===== config.mk =====
export PLATFORM = sky130hd
export DESIGN_NAME = adc_serial_capture_flat
export DESIGN_NICKNAME = d
export VERILOG_FILES = /design/src/rtl/adc_serial_capture_if.sv /design/src/rtl/adc_serial_capture.sv /design/src/flat_wrapper.sv
export SDC_FILE = /design/constraint.sdc
export NUM_CORES = 1
export LEC_CHECK = 0
export ABC_CLOCK_PERIOD_IN_PS = 2950
export CAP_MARGIN = 0
export CORE_MARGIN = 1.5
export CORE_UTILIZATION = 50
export CTS_CLUSTER_SIZE = 28
export DETAILED_ROUTE_END_ITERATION = 6
export PLACE_DENSITY = 0.82
export SLEW_MARGIN = 10
export SYNTH_ARGS = -nofsm -noshare
export SYNTH_HDL_FRONTEND = slang
export SYNTH_SLANG_ARGS = --single-unit

===== constraint.sdc =====
create_clock -name inClock -period 2.95 [get_ports inClock]
set_input_delay 0.885 -clock inClock [delete_from_list [all_inputs] [get_ports inClock]]
set_output_delay 0.885 -clock inClock [all_outputs]
set_load 0.1 [all_outputs]

===== src/rtl/adc_serial_capture_if.sv =====
// adc_serial_capture_if: control and serial-bus signals between the ADC capture block and its environment
// Signals:
//   enable       - controller -> capture, allows new frames to start
//   sclk_in      - divided serial clock, sampled as data by the capture block
//   miso         - ADC serial data
//   cs_n         - ADC chip select, active-low
//   sample       - last completed sample (DATA_BITS wide)
//   sample_valid - one-cycle strobe when sample updates
//   busy         - high while cs_n is low
// Modports: master drives enable/sclk_in/miso, slave is the capture block.
interface adc_serial_capture_if #(
    parameter int DATA_BITS = 12
);
    logic                 enable;
    logic                 sclk_in;
    logic                 miso;
    logic                 cs_n;
    logic [DATA_BITS-1:0] sample;
    logic                 sample_valid;
    logic                 busy;
    modport master (output enable, sclk_in, miso, input cs_n, sample, sample_valid, busy);
    modport slave  (input enable, sclk_in, miso, output cs_n, sample, sample_valid, busy);
endinterface


===== src/rtl/adc_serial_capture.sv =====
// adc_serial_capture: ADCS7476-style serial frame capture driven by an oversampled divided sclk
// Ports:
//   inClock - system clock; all logic runs here, sclk_in is only sampled
//   reset   - synchronous, active-high
//   bus     - adc_serial_capture_if.slave (enable, sclk_in, miso in; cs_n, sample, sample_valid, busy out)
// Optional build macro ADC_SIGNED_OUT_EN: sample becomes two's complement centred on midscale.
module adc_serial_capture #(
    parameter int FRAME_BITS  = 16,
    parameter int DATA_BITS   = 12,
    parameter int QUIET_EDGES = 2
) (
    input logic                 inClock,
    input logic                 reset,
    adc_serial_capture_if.slave bus
);
    localparam int CW = $clog2(FRAME_BITS + 1);
    localparam int QW = $clog2(QUIET_EDGES + 1);

    if (DATA_BITS > FRAME_BITS || QUIET_EDGES < 1) begin : g_bad_params
        $error("adc_serial_capture: need DATA_BITS <= FRAME_BITS and QUIET_EDGES >= 1");
    end

    typedef enum logic [1:0] {IDLE, SHIFT, DONE, QUIET} state_t;

    state_t               r_state, w_next;
    logic                 r_sclk_s1, r_sclk_s2, r_sclk_s3;
    logic                 r_miso_s1, r_miso_s2;
    logic [CW-1:0]        r_bit_cnt;
    logic [QW-1:0]        r_quiet_cnt;
    logic [DATA_BITS-1:0] r_shift;
    logic [DATA_BITS-1:0] r_sample;
    logic [DATA_BITS-1:0] w_sample;
    logic                 r_cs_n;
    logic                 r_valid;
    logic                 w_rise, w_fall;

    assign w_rise = r_sclk_s2 & ~r_sclk_s3;
    assign w_fall = ~r_sclk_s2 & r_sclk_s3;

    // Only the trailing DATA_BITS of the frame are kept: the leading zeros
    // simply shift out of the top of a DATA_BITS-wide register.
`ifdef ADC_SIGNED_OUT_EN
    assign w_sample = r_shift ^ (DATA_BITS'(1) << (DATA_BITS - 1));
`else
    assign w_sample = r_shift;
`endif

    always_ff @(posedge inClock) begin
        if (reset) r_state <= IDLE;
        else       r_state <= w_next;
    end

    // Starting on a detected fall guarantees the next rise is frame bit 0.
    always_comb begin
        w_next = r_state;
        unique case (r_state)
            IDLE:  w_next = (bus.enable && w_fall) ? SHIFT : IDLE;
            SHIFT: w_next = (w_rise && r_bit_cnt == CW'(FRAME_BITS - 1)) ? DONE : SHIFT;
            DONE:  w_next = QUIET;
            QUIET: w_next = (w_rise && r_quiet_cnt == QW'(QUIET_EDGES - 1)) ? IDLE : QUIET;
        endcase
    end

    always_ff @(posedge inClock) begin
        if (reset) begin
            r_sclk_s1   <= 1'b0;
            r_sclk_s2   <= 1'b0;
            r_sclk_s3   <= 1'b0;
            r_miso_s1   <= 1'b0;
            r_miso_s2   <= 1'b0;
            r_bit_cnt   <= '0;
            r_quiet_cnt <= '0;
            r_shift     <= '0;
            r_sample    <= '0;
            r_cs_n      <= 1'b1;
            r_valid     <= 1'b0;
        end else begin
            r_sclk_s1 <= bus.sclk_in;
            r_sclk_s2 <= r_sclk_s1;
            r_sclk_s3 <= r_sclk_s2;
            r_miso_s1 <= bus.miso;
            r_miso_s2 <= r_miso_s1;
            // cs_n is registered from the next state so it is glitch-free at the pin
            r_cs_n    <= (w_next != SHIFT);
            // sample and its strobe update together at the end of the DONE cycle
            r_valid   <= (r_state == DONE);
            if (r_state == SHIFT && w_rise) begin
                r_shift   <= DATA_BITS'({r_shift, r_miso_s2});
                r_bit_cnt <= r_bit_cnt + CW'(1);
            end
            if (r_state == DONE) begin
                r_sample  <= w_sample;
                r_bit_cnt <= '0;
            end
            if (r_state == QUIET && w_rise)
                r_quiet_cnt <= (w_next == IDLE) ? '0 : r_quiet_cnt + QW'(1);
        end
    end

    assign bus.cs_n         = r_cs_n;
    assign bus.busy         = ~r_cs_n;
    assign bus.sample       = r_sample;
    assign bus.sample_valid = r_valid;
endmodule


===== src/flat_wrapper.sv =====
// flat-port wrapper written by rule: the top's interface ports become plain ports
module adc_serial_capture_flat 
#(
    parameter int FRAME_BITS  = 16,
    parameter int DATA_BITS   = 12,
    parameter int QUIET_EDGES = 2
)
  (inClock, reset, bus_enable, bus_sclk_in, bus_miso, bus_cs_n, bus_sample, bus_sample_valid, bus_busy);
  adc_serial_capture_if #(.DATA_BITS(DATA_BITS)) bus_i ();
  input logic inClock;
  input logic reset;
  input wire logic [$bits(bus_i.enable)-1:0] bus_enable;
  input wire logic [$bits(bus_i.sclk_in)-1:0] bus_sclk_in;
  input wire logic [$bits(bus_i.miso)-1:0] bus_miso;
  output wire logic [$bits(bus_i.cs_n)-1:0] bus_cs_n;
  output wire logic [$bits(bus_i.sample)-1:0] bus_sample;
  output wire logic [$bits(bus_i.sample_valid)-1:0] bus_sample_valid;
  output wire logic [$bits(bus_i.busy)-1:0] bus_busy;
  assign bus_i.enable = bus_enable;
  assign bus_i.sclk_in = bus_sclk_in;
  assign bus_i.miso = bus_miso;
  assign bus_cs_n = bus_i.cs_n;
  assign bus_sample = bus_i.sample;
  assign bus_sample_valid = bus_i.sample_valid;
  assign bus_busy = bus_i.busy;
  adc_serial_capture #(.FRAME_BITS(FRAME_BITS), .DATA_BITS(DATA_BITS), .QUIET_EDGES(QUIET_EDGES)) u_core (.inClock(inClock), .reset(reset), .bus(bus_i));
endmodule

# Word-level counts from Yosys, hierarchy flattened
# Index checks and enable logic that the tools add are counted.
# op_classes
reduce_logical	8
n_eq_ne	6
n_addsub	2
bitwise	5
n_mux	5
# op_table
operator	count
one-hot mux 2 bit (4 select lines)	1
two-way mux 2 bit	3
adder 5 x 1 -> 5 bit, second input constant	1
== test 5 x 4 -> 1 bit, second input constant	1
logical AND 1 bit	5
== test 2 x 1 -> 1 bit, second input constant	2
== test 2 bit, second input constant	2
zero test 2 bit	2
inverter 1 bit	3
adder 2 x 1 -> 2 bit, second input constant	1
AND 1 bit	2
inequality test 2 x 1 -> 1 bit, second input constant	1
OR reduction 2 bit	1
two-way mux 1 bit	1
# totals
out_inout_bits	15
reg_bits	40
input_bits	5

# Depth between registers and ports, before layout
# logic_depth
ltp_word	7
depth_mapped	5
depth_no_buf	5

# Worst setup path after synthesis
# Ideal clock, no wire load.
# synth_timing
kind	register to output
start	reg u_core.r_cs_n, in the netlist u_core.bus.cs_n
end	out bus_busy
path_buffers	0
stages_incl_launch_ff	2
setup_slack_ns	0.455
t_arrival_ns	1.610
path_cell_list	dfxtp_1 inv_1
# synth_via
elab_chain_cells	1
# synth_lines
item	line	text
from (decl)	adc_serial_capture.sv:33	logic r_cs_n;
from (signal assigned)	adc_serial_capture.sv:84	r_cs_n <= (w_next != SHIFT);
inverter 1 bit	adc_serial_capture.sv:101	assign bus.busy = ~r_cs_n;
to (decl)	flat_wrapper.sv:18	output wire logic [$bits(bus_i.busy)-1:0] bus_busy;
# No other way between the ends.

==> results.toml <==
[floorplan]
io_pins = 20
core_um2 = 2710
rows = 19
die_height_um = 56.0
dieArea_um2 = 3130
start_util_pct = 51.8
fp.dieW_um = 56.0

[timing]
slew_headroom_pct = 51.5
max_freq_ghz = 0.508
hold_slack_ns = 0.436
hold_viol = 0
rsz0062_at_grt = "false"
setup_ws_ns = 0.982
skew_ns = 0.00837
min_period_ns = 1.97
setup_viol = 0
worstMarginPinSlew_ns = 0.725
setup_tns_ns = 0
post-route-period-util_pct = 66.7
drv_slew = 0

[finish]
regArea_um2 = 801
n_antenna_cell = 0
finalNonFillerCells = 196
drive_gt1_share_pct = 13.9
area_growth_pct = 15.7
fillCellCount = 249
multiInputGateArea_um2 = 551
nets = 172
final_area_um2 = 1620

[clock_tree]
cts_tree = "done"
cts-htree-levels = 2
holdBufCountCts = 0
cts_setup_buffers = 0
cts_sinks = 40
cts_buffers = 5
root_buffer = "clkbuf_4"
cts-resized-gates = 0
worstSkewPairLatency_ns = 0.34
path_clk_slew_ns = 0.11
clockBufferDepth = 2

[critical_path]
crit_type = "in -> reg"
startpoint = "reset"
end_kind = "flop"
critPathRequiredTime_ns = 3.23
crit_chain = "clkdlybuf4s50_1, nor2b_1, a22o_1"
worstPathArrival_ns = 2.25
cp_max_fo = 12
cpPeakStageDelay_ns = 0.61
critPathBufInv = 1
r2r-start = "u_core.r_state[1]"
crit_family = "simple AND/OR/NAND/NOR gates"
crit_slowest_cell = "nor2b_1"
setup.worst_path.start_class = "input pin"

[yosys]
syn-cell-area_um2 = 1400
synth_ff_type = "dfxtp_1"
syn_nets = 153
ys_seq_area_share_pct = 57.0
synth_common_cells = "dfxtp_1, nand2_1, a21oi_1"
synth-edff-count = 0
ys_seq_elements = 40
synth_top_area_share_pct = 57.0
synth_top_area_cell = "dfxtp_1"
syn_inst = 145
synth.distinct_cells = 26
yosysMostFrequentCell = "dfxtp_1"
syn_avg_cell_area_um2 = 9.68
ys_warn_count = 0
ys_async_sr_fraction_pct = 0
synthTopCellsByArea = "dfxtp_1, nand2_1, a22o_1"

[hold_path]
hold_class = "reg -> reg"
min_from = "u_core.r_miso_s2"

[pwr]
max-vdd-ir-drop_mv = 0.397
p_leak_nw = 0.617
power.density_nw_per_um2 = 523

[global_routing]
grt.busiest_layer = "met2"
grt.met1_usage_pct = 19.3
grt-ovfl-total = 0
grt_max_degree = 21
grt_util_met3_pct = 6.28
grt_pass1_wl_um = 3970
antenna_found_initial = 0
met2_usage_pct = 27.6
grt_pass1_vias = 954
grtUsageTotal_pct = 16.7

[placed_design]
post-place-ws_ns = 0.636
placedInstanceArea_um2 = 1570
hpwl_um = 1770
dp_cells = 188
gp_congestion = 0.794
port_buffers = 19

[routing]
drt-initial-drc-count = 17
drc_errors = 0
wl_per_cell_um = 12.6
vias = 1023
firstDrtPassIters = 4
drt_wl_total_um = 2470
ant_nets = 0
routed_via_density = 5.22

[flow_run]
maxCapViolations = 0

[outcome]
outcome = "finished clean"
-- worst paths after layout --
| check | cells after the start | endpoint | slack (ns) |
|---|---|---|---|
| hold / removal | 2 | u_core.r_shift[0] | 0.44 |
| setup reg to reg | 3 | u_core.r_bit_cnt[3] | 1.19 |
| hold reg to reg | 2 | u_core.r_shift[0] | 0.44 |
| setup / recovery | 3 | u_core.bus.sample[6] | 0.98 |
-- worst min-delay path, stage by stage, from the launching register on --
cell	delay, ns
dfxtp_1	0.31
nand2_1	0.05
a21oi_1	0.05
-- area by class of cell --
cell class                      count  area share, %
Tap cell                           31           2.39
Sequential cell                    40           49.3
Inverter                            4          0.924
Timing Repair Buffer               20           9.86
Clock buffer                        8           3.62
Multi-Input combinational cell     93           33.9
-- cell families after synthesis --
kind of cell,count (synthesis),synth area share [%]
xor gates and xnor gates,1,0.624
muxes,1,0.802
buffers and inverters,12,3.74
AOI/OAI and AO/OA,36,16.7
and+or+nand+nor,52,18.4
DFF,40,57.0
adders and majority gates,3,2.67
-- metrics by stage --
step	util [%]	total power, mW
floorplan	-	0.572
global placement	57.8	0.581
detailed placement	57.8	0.582
CTS	59.9	0.858
global route	59.9	0.879
finish	59.9	0.850
-- registers in the layout, indices dropped and copies added (netlist names) --
signal	flops
u_core.r_sclk_s3	1
u_core.r_bit_cnt	5
u_core.r_shift	12
u_core.r_miso_s1	1
u_core.r_sclk_s1	1
u_core.r_miso_s2	1
u_core.r_sclk_s2	1
u_core.bus.sample_valid	1
u_core.bus.cs_n	1
u_core.bus.sample	12
u_core.r_state	2
u_core.r_quiet_cnt	2
-- power by group --
| part | leakage (nW) | switching (mW) | internal (mW) | total [mW] |
|---|---|---|---|---|
| sequential | 0.323 | 0.00203 | 0.543 | 0.545 |
| clock | 0.0326 | 0.163 | 0.118 | 0.280 |
| combinational | 0.262 | 0.0145 | 0.00944 | 0.0239 |
-- layer usage --
layer	vias up	wire [µm]
met5	-	0
met2	22	1170
met1	460	1140
li1	536	-
met4	0	42
met3	5	125
-- cells in the final DEF (no fill, tap or decap), types with 2 or more instances in the layout --
master and count:
o21ai_0 2, a21oi_1 19, nor2_1 4, or3_1 4, clkbuf_1 2, dfxtp_1 40
a22o_1 12, ha_1 3, buf_4 16, nand2_1 29, clkbuf_4 5, inv_1 4
nor2b_1 6, clkdlybuf4s50_1 4, nand2b_1 2
No activity file was read; power rests on OpenSTA's default activity.
